**config.mk**
```make
export PLATFORM = sky130hd
export DESIGN_NAME = mips_multicycle_ctrl
export DESIGN_NICKNAME = d
export VERILOG_FILES = /design/src/rtl/mips_multicycle_ctrl.sv
export SDC_FILE = /design/constraint.sdc
export NUM_CORES = 1
export LEC_CHECK = 0
export CORE_MARGIN = 10
export CORE_UTILIZATION = 33
export DETAILED_ROUTE_END_ITERATION = 8
export HOLD_SLACK_MARGIN = 0.05
export MAX_ROUTING_LAYER = met4
export PLACE_DENSITY_LB_ADDON = 0.25
export SLEW_MARGIN = 20
export SYNTH_ARGS = -nofsm -noshare
export SYNTH_HDL_FRONTEND = slang
export SYNTH_SLANG_ARGS = --single-unit
```
**constraint.sdc**
```tcl
create_clock -name clk -period 2.4 [get_ports clk]
set_input_delay 0.48 -clock clk [delete_from_list [all_inputs] [get_ports clk]]
set_output_delay 0.48 -clock clk [all_outputs]
set_load 0.02 [all_outputs]
```
**src/rtl/mips_multicycle_ctrl.sv**
```systemverilog
`default_nettype none
// ============================================================================
// mips_multicycle_ctrl : multi-cycle control FSM for the MIPS-subset datapath
// Optional macro OVERFLOW_TRAP_EN adds an overflow trap in writeback.
// Revision: 1.0
// ============================================================================
module mips_multicycle_ctrl #(
  parameter int WAIT_LIMIT = 0
) (
  input  logic        clk,
  input  logic        reset,
  input  logic [31:0] mem_rdata,
  input  logic        mem_ready,
  input  logic        alu_zero,
  input  logic        alu_overflow,
  output logic [5:0]  alu_opcode,
  output logic [5:0]  alu_funct,
  output logic        mem_read,
  output logic        mem_write,
  output logic        iord,
  output logic        ir_write,
  output logic        pc_write,
  output logic [1:0]  pc_src,
  output logic        alu_src_b,
  output logic        reg_write,
  output logic [1:0]  reg_dst,
  output logic [1:0]  wb_src,
  output logic        illegal_instr,
  output logic        bus_error,
`ifdef OVERFLOW_TRAP_EN
  output logic        overflow_trap,
`endif
  output logic [2:0]  state_o
);

  typedef enum logic [2:0] {
    IFETCH  = 3'd0,
    DECODE  = 3'd1,
    EXECUTE = 3'd2,
    MEM     = 3'd3,
    WB      = 3'd4
  } state_t;

  localparam logic [5:0] cOpRtype = 6'h00;
  localparam logic [5:0] cOpJ     = 6'h02;
  localparam logic [5:0] cOpJal   = 6'h03;
  localparam logic [5:0] cOpBeq   = 6'h04;
  localparam logic [5:0] cOpBne   = 6'h05;
  localparam logic [5:0] cOpAddi  = 6'h08;
  localparam logic [5:0] cOpXori  = 6'h0E;
  localparam logic [5:0] cOpLw    = 6'h23;
  localparam logic [5:0] cOpSw    = 6'h2B;
  localparam logic [5:0] cFnJr    = 6'h08;
  localparam logic [5:0] cFnAdd   = 6'h20;
  localparam logic [5:0] cFnSub   = 6'h22;
  localparam logic [5:0] cFnSlt   = 6'h2A;

  localparam int CNT_W = (WAIT_LIMIT > 2) ? $clog2(WAIT_LIMIT) : 1;

  state_t           rState;
  state_t           wStateNext;
  logic [5:0]       rOpcode;
  logic [5:0]       rFunct;
  logic [CNT_W-1:0] rWaitCnt;

  logic wIsR, wIsJ, wIsJal, wIsJr, wIsBeq, wIsBne, wIsAddi, wIsXori, wIsLw, wIsSw;
  logic wIsAdd, wIsSub, wIsSlt, wLegal, wWaiting, wTimeout;
  logic wTrap;

  assign wIsR    = (rOpcode == cOpRtype);
  assign wIsJ    = (rOpcode == cOpJ);
  assign wIsJal  = (rOpcode == cOpJal);
  assign wIsBeq  = (rOpcode == cOpBeq);
  assign wIsBne  = (rOpcode == cOpBne);
  assign wIsAddi = (rOpcode == cOpAddi);
  assign wIsXori = (rOpcode == cOpXori);
  assign wIsLw   = (rOpcode == cOpLw);
  assign wIsSw   = (rOpcode == cOpSw);
  assign wIsJr   = wIsR && (rFunct == cFnJr);
  assign wIsAdd  = wIsR && (rFunct == cFnAdd);
  assign wIsSub  = wIsR && (rFunct == cFnSub);
  assign wIsSlt  = wIsR && (rFunct == cFnSlt);
  assign wLegal  = wIsJr || wIsAdd || wIsSub || wIsSlt || wIsJ || wIsJal || wIsBeq ||
                   wIsBne || wIsAddi || wIsXori || wIsLw || wIsSw;

  // The timeout fires on the WAIT_LIMIT-th consecutive stalled cycle.
  assign wWaiting = ((rState == IFETCH) || (rState == MEM)) && !mem_ready;
  assign wTimeout = (WAIT_LIMIT != 0) && wWaiting && (int'(rWaitCnt) == WAIT_LIMIT - 1);

  assign alu_opcode = rOpcode;
  assign alu_funct  = rFunct;
  assign state_o    = rState;

`ifdef OVERFLOW_TRAP_EN
  logic unusedBits;
  assign unusedBits = ^mem_rdata[25:6];
`else
  logic unusedBits;
  assign unusedBits = ^{mem_rdata[25:6], alu_overflow};
`endif

  always_ff @(posedge clk) begin
    if (reset) begin
      rState   <= IFETCH;
      rOpcode  <= 6'd0;
      rFunct   <= 6'd0;
      rWaitCnt <= '0;
    end else begin
      rState <= wStateNext;
      if ((rState == IFETCH) && mem_ready) begin
        rOpcode <= mem_rdata[31:26];
        rFunct  <= mem_rdata[5:0];
      end
      rWaitCnt <= (wWaiting && !wTimeout) ? rWaitCnt + CNT_W'(1) : '0;
    end
  end

  always_comb begin
    wStateNext    = rState;
    mem_read      = 1'b0;
    mem_write     = 1'b0;
    iord          = 1'b0;
    ir_write      = 1'b0;
    pc_write      = 1'b0;
    pc_src        = 2'd0;
    alu_src_b     = 1'b0;
    reg_write     = 1'b0;
    reg_dst       = 2'd0;
    wb_src        = 2'd0;
    illegal_instr = 1'b0;
    bus_error     = 1'b0;
    wTrap         = 1'b0;
    case (rState)
      IFETCH: begin
        if (wTimeout) begin
          bus_error  = 1'b1;
          wStateNext = IFETCH;
        end else begin
          mem_read = 1'b1;
          if (mem_ready) begin
            ir_write   = 1'b1;
            pc_write   = 1'b1;
            wStateNext = DECODE;
          end
        end
      end
      DECODE: begin
        wStateNext = IFETCH;
        if (!wLegal) begin
          illegal_instr = 1'b1;
        end else if (wIsJ) begin
          pc_write = 1'b1;
          pc_src   = 2'd2;
        end else if (wIsJal) begin
          reg_write = 1'b1;
          reg_dst   = 2'd2;
          wb_src    = 2'd2;
          pc_write  = 1'b1;
          pc_src    = 2'd2;
        end else if (wIsJr) begin
          pc_write = 1'b1;
          pc_src   = 2'd3;
        end else begin
          wStateNext = EXECUTE;
        end
      end
      EXECUTE: begin
        alu_src_b = wIsLw || wIsSw || wIsAddi || wIsXori;
        if (wIsBeq || wIsBne) begin
          pc_write   = wIsBeq ? alu_zero : !alu_zero;
          pc_src     = 2'd1;
          wStateNext = IFETCH;
        end else if (wIsLw || wIsSw) begin
          wStateNext = MEM;
        end else begin
          wStateNext = WB;
        end
      end
      MEM: begin
        iord = 1'b1;
        if (wTimeout) begin
          bus_error  = 1'b1;
          wStateNext = IFETCH;
        end else begin
          mem_read  = wIsLw;
          mem_write = wIsSw;
          if (mem_ready) wStateNext = wIsLw ? WB : IFETCH;
        end
      end
      WB: begin
        reg_write  = 1'b1;
        reg_dst    = wIsR ? 2'd1 : 2'd0;
        wb_src     = wIsLw ? 2'd1 : 2'd0;
        wStateNext = IFETCH;
`ifdef OVERFLOW_TRAP_EN
        if ((wIsAdd || wIsSub || wIsAddi) && alu_overflow) begin
          reg_write = 1'b0;
          wTrap     = 1'b1;
        end
`endif
      end
      default: wStateNext = IFETCH;
    endcase
    // Reset aborts the current operation without side effects.
    if (reset) begin
      mem_read      = 1'b0;
      mem_write     = 1'b0;
      ir_write      = 1'b0;
      pc_write      = 1'b0;
      reg_write     = 1'b0;
      illegal_instr = 1'b0;
      bus_error     = 1'b0;
      wTrap         = 1'b0;
    end
  end

`ifdef OVERFLOW_TRAP_EN
  assign overflow_trap = wTrap;
`else
  logic unusedTrap;
  assign unusedTrap = wTrap;
`endif

endmodule
`default_nettype wire

```
==> results of run 1 <==
[stage by stage]
step	worst slack, ps	hold slack, ps
finish	-46.80	480.9
global route	-106.8	517.7
CTS	-50.05	482.2
detailed placement	-180.0	465.0
global placement	-183.4	458.0
floorplan	49.82	546.2
[layer usage]
layer | vias up | share of wire (%) | track usage (%)
met5 | - | 0 | -
met4 | 0 | 1.0 | 3.226
met3 | 4 | 9.6 | 4.408
met2 | 48 | 46 | 20.49
met1 | 487 | 43 | 13.58
li1 | 542 | - | -
[sequential cells by signal, indices dropped and copies added (netlist names)]
name        cells
alu_funct       6
state_o         3
alu_opcode      6
[where the power goes]
part           internal (uW)  switching (uW)
sequential               264            13.9
clock                   61.9            87.9
combinational            106             104
[worst min-delay path: cells and delay by family (launching register included)]
family          cells  cell delay, ps
flops               1             340
simple gates        1              60
compound gates      1              50
[cell usage in the layout (no fill, tap or decap), types with 2 or more instances in the layout]
cell type         n
a21oi_1          16
buf_2             4
buf_4            18
clkbuf_2          2
clkbuf_4          3
clkdlybuf4s50_1  31
dfxtp_1          11
dfxtp_2           4
dlygate4sd2_1     4
inv_1             2
nand2_1          27
nand2b_1          2
nand3_1           2
nor2_1            9
nor2b_1           2
nor3_1            6
nor3b_1           2
nor4_1            2
o21ai_0           2
or3b_2            2
[logic make-up after synthesis]
family / synth area share, %
other: 0.4239
flip-flops: 33.95
buffers and inverters: 6.930
XOR/XNOR: 1.981
AO/OA/AOI/OAI: 19.80
AND/OR/NAND/NOR: 36.92
[path summary, 6_finish.rpt]
| path | from | end | slack, ps | cells after the start |
|---|---|---|---|---|
| worst max-delay path | alu_opcode[2] | illegal_instr | -50 | 5 |
| worst min-delay path | alu_funct[4] | alu_funct[4] | 480 | 2 |
| worst max register to register | alu_opcode[2] | state_o[1] | 780 | 4 |
| worst min register to register | alu_funct[4] | alu_funct[4] | 480 | 2 |
[layout make-up]
class	count	area share [%]
Inverter	2	0.5164
Clock inverter	1	0.3442
Multi-Input combinational cell	97	38.12
Timing Repair Buffer	60	35.89
Tap cell	30	2.582
Clock buffer	3	1.549
Sequential cell	15	21.00
[what timing repair did]
action,CTS,global route
resized for setup,36,16
pin swaps,0,2
endpoints found under the setup margin,13,7
==> results.yml, run 1 <==
status:
  status: "finished, violations left"
  failed_checks: "setup timing"
timing:
  slew_violations: 0
  timing.fmax_ghz: 0.4087
  finalSetupViolations: 2
  period_needed_ps: 2447
  fin_crit_sh_pct: 101.9
  finClkSkew_ps: 5.068
  tns_ps: -75.59
  rsz0062_at_grt: "true"
  finalHoldViolCount: 0
  setup_ws_ps: -46.80
clock_tree:
  root_buffer: "clkbuf_4"
  clkLatencyLatePin_ps: 290
  clockBufferDepth: 2
  cts_tree: "built"
  ctsHoldBuffers: 0
  cts_setup_buffers: 0
  clk_pin_slew_ps: 100
  htreeDepth: 1
  cts.sinks: 15
  cts_buffers: 3
worst_setup_path:
  crit_path_max_fanout: 3
  crit_arrival_ps: 1970
  startpoint_type: "flip-flop"
  crit_path_cell_trace: "or4_4, or3_4, a2bb2oi_1, o211a_1, buf_2"
  end_kind: "output port"
  path_delay_family: "simple AND/OR/NAND/NOR gates"
  crit_buf_inv: 1
  cp_slowest_cell: "or4_4"
  cp.required_ps: 1920
  critPathKind: "reg -> out"
  max_stage_delay_ps: 540
cells_and_area:
  nFillCells: 256
  area_delta_synth_final_pct: 64.36
  multi_input_area_um2: 554.3
  design_area_mm2: 0.001454
  regArea_um2: 305.3
  finalNonFillerCells: 208
  antennaDiodeCount: 0
  nets: 216
  drive_gt1_share_pct: 24.16
  fin_util_pct: 57.64
die:
  rows: 18
  dieHeight_um: 71.78
  dieWidth_um: 71.78
  start_util_pct: 35.07
  die_area_mm2: 0.005152
  core_area_mm2: 0.002522
  boundaryPins: 67
logic_synthesis:
  async_flop_share_pct: 0
  yosysMostFrequentCell: "nand2_1"
  synth_ff_type: "dfxtp_1"
  synthCells: 124
  yosys_register_bits: 15
  yosys-top-cells-area: "dfxtp_1 (34%), nand2_1 (11%), a21oi_1 (9.6%)"
  synth_top_cell_area_share_pct: 33.95
  ys_warn_count: 0
  syn_avg_cell_area_um2: 7.134
  syn_nets: 161
  synth_edf_count: 0
  yosys-top-cells-count: "nand2_1 (27), a21oi_1 (17), dfxtp_1 (15), nor2_1 (10)"
  synth_area_leader_cell: "dfxtp_1"
  seq_area_frac_synth_pct: 33.95
  synth_area_um2: 884.6
  yosysUniqueCellTypes: 38
grt:
  grt_pass1_vias: 1136
  grt_pass1_wl_um: 5147
  gr-total-overflow: 0
  antenna_found_initial: 0
  grt_max_degree: 15
  grt_use_total_pct: 12.31
power_and_ir_drop:
  power_density_mw_per_mm2: 438.2
  p_leak_uw: 0.0006093
  irDropWorstVdd_uv: 285.6
  power.total_uw: 637.1
worst_hold_path:
  worstHoldPathType: "reg -> reg"
placement:
  placed_cells: 204
  dpl.hpwl_um: 2462
  place_area_mm2: 0.001440
  place.gp.congestion: 0.8399
  io_buffer_count: 44
detailed_routing:
  via_per_inst: 5.197
  drtPass1Iterations: 4
  drc: 0
  drt_iter0_drc: 62
  wirelength_um: 3118
  routedWlPerCell_um: 14.99
  via_count: 1081
  ant_nets: 0
job:
  drv_cap: 0
Note: power is estimated with default switching activity, not from simulation.
==> run 2, diff against run 1 <==
--- a/config.mk
+++ b/config.mk
@@ -5,8 +5,7 @@
 export SDC_FILE = /design/constraint.sdc
 export NUM_CORES = 1
 export LEC_CHECK = 0
-export CORE_MARGIN = 10
-export CORE_UTILIZATION = 33
+export CORE_UTILIZATION = 36
 export DETAILED_ROUTE_END_ITERATION = 8
 export HOLD_SLACK_MARGIN = 0.05
 export MAX_ROUTING_LAYER = met4
==> constraint.sdc (replaced) <==
create_clock -name clk -period 2.98 [get_ports clk]
set_input_delay 0.596 -clock clk [delete_from_list [all_inputs] [get_ports clk]]
set_output_delay 0.596 -clock clk [all_outputs]
set_load 0.02 [all_outputs]
==> run 2 against run 1 <==
  * Largest power group unchanged
  * Critical path type unchanged
  * Routed wire length decreased by 16%
  * Total power decreased by 20%
  * The run now ends clean
  * Clock skew about the same
  * Clock power decreased by 15%
==> results.yml, run 2 (same netlist as run 1, synthesis figures left out) <==
timing:
  holdWs_ps: 478.4
  slew_violations: 0
  rsz0062_at_grt: "false"
  timing.fmax_ghz: 0.3483
  finalSetupViolations: 0
  period_needed_ps: 2871
  finalHoldViolCount: 0
  finClkSkew_ps: 4.891
  tns_ps: 0
  setup_ws_ps: 109.1
  fin_crit_sh_pct: 96.34
worst_setup_path:
  crit_path_cell_trace: "or4_1, or3_4, nor2_1, clkdlybuf4s50_1"
  path_delay_family: "simple AND/OR/NAND/NOR gates"
  startpoint_type: "flip-flop"
  cp_slowest_cell: "clkdlybuf4s50_1"
  crit_arrival_ps: 2270
  critPathKind: "reg -> out"
  cp.required_ps: 2380
  crit_path_max_fanout: 3
  end_kind: "output port"
  max_stage_delay_ps: 610
  crit_buf_inv: 1
cells_and_area:
  drive_gt1_share_pct: 9.412
  antennaDiodeCount: 0
  final_cell_mix: "clkdlybuf4s50_1 (39), nand2_1 (27), a21oi_1 (17)"
  final_common_cell: "clkdlybuf4s50_1"
  nets: 208
  area_delta_synth_final_pct: 58.42
clock_tree:
  cts_setup_buffers: 0
  cts.sinks: 15
  htreeDepth: 1
  cts_tree: "built"
  clkLatencyLatePin_ps: 300
  clk_pin_slew_ps: 100
  ctsHoldBuffers: 0
  root_buffer: "clkbuf_4"
  cts_buffers: 3
  clockBufferDepth: 2
detailed_routing:
  wirelength_um: 2622
  drc: 0
  routedWlPerCell_um: 13.24
  via_count: 1052
  via_per_inst: 5.313
  drt_iter0_drc: 22
  drtPass1Iterations: 5
  ant_nets: 0
power_and_ir_drop:
  irDropWorstVdd_uv: 271.9
  power_density_mw_per_mm2: 361.6
  p_leak_uw: 0.0005770
placement:
  pre_cts_ws_ps: 191.1
  dpl.hpwl_um: 2001
  io_buffer_count: 44
  place.gp.congestion: 0.8355
grt:
  antenna_found_initial: 0
  grt_pass1_wl_um: 4222
  grt_use_total_pct: 22.46
  grtUsageMet1_pct: 28.44
  grt.busiest_layer: "met2"
  grtUsageMet3_pct: 4.094
  gr-total-overflow: 0
  grt_max_degree: 14
  grt_pass1_vias: 901
  met2_usage_pct: 34.42
job:
  drv_cap: 0
die:
  rows: 17
  dieHeight_um: 51.57
  start_util_pct: 39.23
  boundaryPins: 67
  die_area_mm2: 0.002659
  dieWidth_um: 51.57
  core_area_mm2: 0.002255
status:
  status: "complete, no violations"
worst_hold_path:
  worstHoldPathType: "reg -> reg"
[run 2: cell count changes in the layout (fill, tap and decap cells not counted), moves of 4 or more]
cell and delta:
buf_4 -10, clkdlybuf4s50_1 +8, buf_2 -4, dfxtp_1 +4
dfxtp_2 -4
[run 2: final cells by class]
class,count,area [um2]
fill,210,853.3
multi-input combinational,97,529.3
timing repair buffer,52,501.7
sequential,15,300.3
tap,28,35.03
clock buffer,3,22.52
inverter,2,7.507
clock inverter,1,5.005
[run 2: final timing paths]
path	startpoint	to	slack [ps]	cells past startpoint
worst max-delay path	alu_opcode[2]	reg_dst[0]	110	4
worst max register to register	alu_opcode[2]	state_o[1]	1320	4
worst min-delay path	alu_funct[2]	alu_funct[2]	480	2
worst min register to register	alu_funct[2]	alu_funct[2]	480	2
[run 2: what timing repair did]
item,CTS,global route
resized for setup,3,2
endpoints found under the hold margin,0,0
endpoints found under the setup margin,3,2
cloned,0,0
[run 2: routing by layer]
metal	vias to the layer above	share of wire, %
met5	-	0
met4	0	2.9
met3	7	6.8
met2	47	47
met1	474	43
li1	524	-
[run 2: worst min-delay path, stage by stage, from the launching register on]
cell and delay [ps]:
dfxtp_1 330, nand2_1 50, a21oi_1 50
[run 2: per-stage QoR]
stage               utilization [%]  total power (uW)  std cells  area, um2
finish                        62.15             506.8        198       1401
CTS                           61.93             511.3        198       1396
global placement              60.88             382.0        194       1373
global route                  62.15             534.3        198       1401
floorplan                         -             311.6        124      884.6
detailed placement            60.88             384.6        194       1373
[run 2: power breakdown]
part	total, uW	switching, uW	leakage (uW)	internal [uW]
Combinational	154	76.2	0.000436	78.0
Sequential	225	13.3	0.000123	212
Clock	127	77.4	0.0000177	50.1
Total	507	167	0.000577	340
==> run 3, diff against run 2 <==
--- a/config.mk
+++ b/config.mk
@@ -10,6 +10,7 @@
 export HOLD_SLACK_MARGIN = 0.05
 export MAX_ROUTING_LAYER = met4
 export PLACE_DENSITY_LB_ADDON = 0.25
+export SKIP_LAST_GASP = 1
 export SLEW_MARGIN = 20
 export SYNTH_ARGS = -nofsm -noshare
 export SYNTH_HDL_FRONTEND = slang
==> results of run 3 <==
Final layout, timing and power as in run 2 (identical DEF).
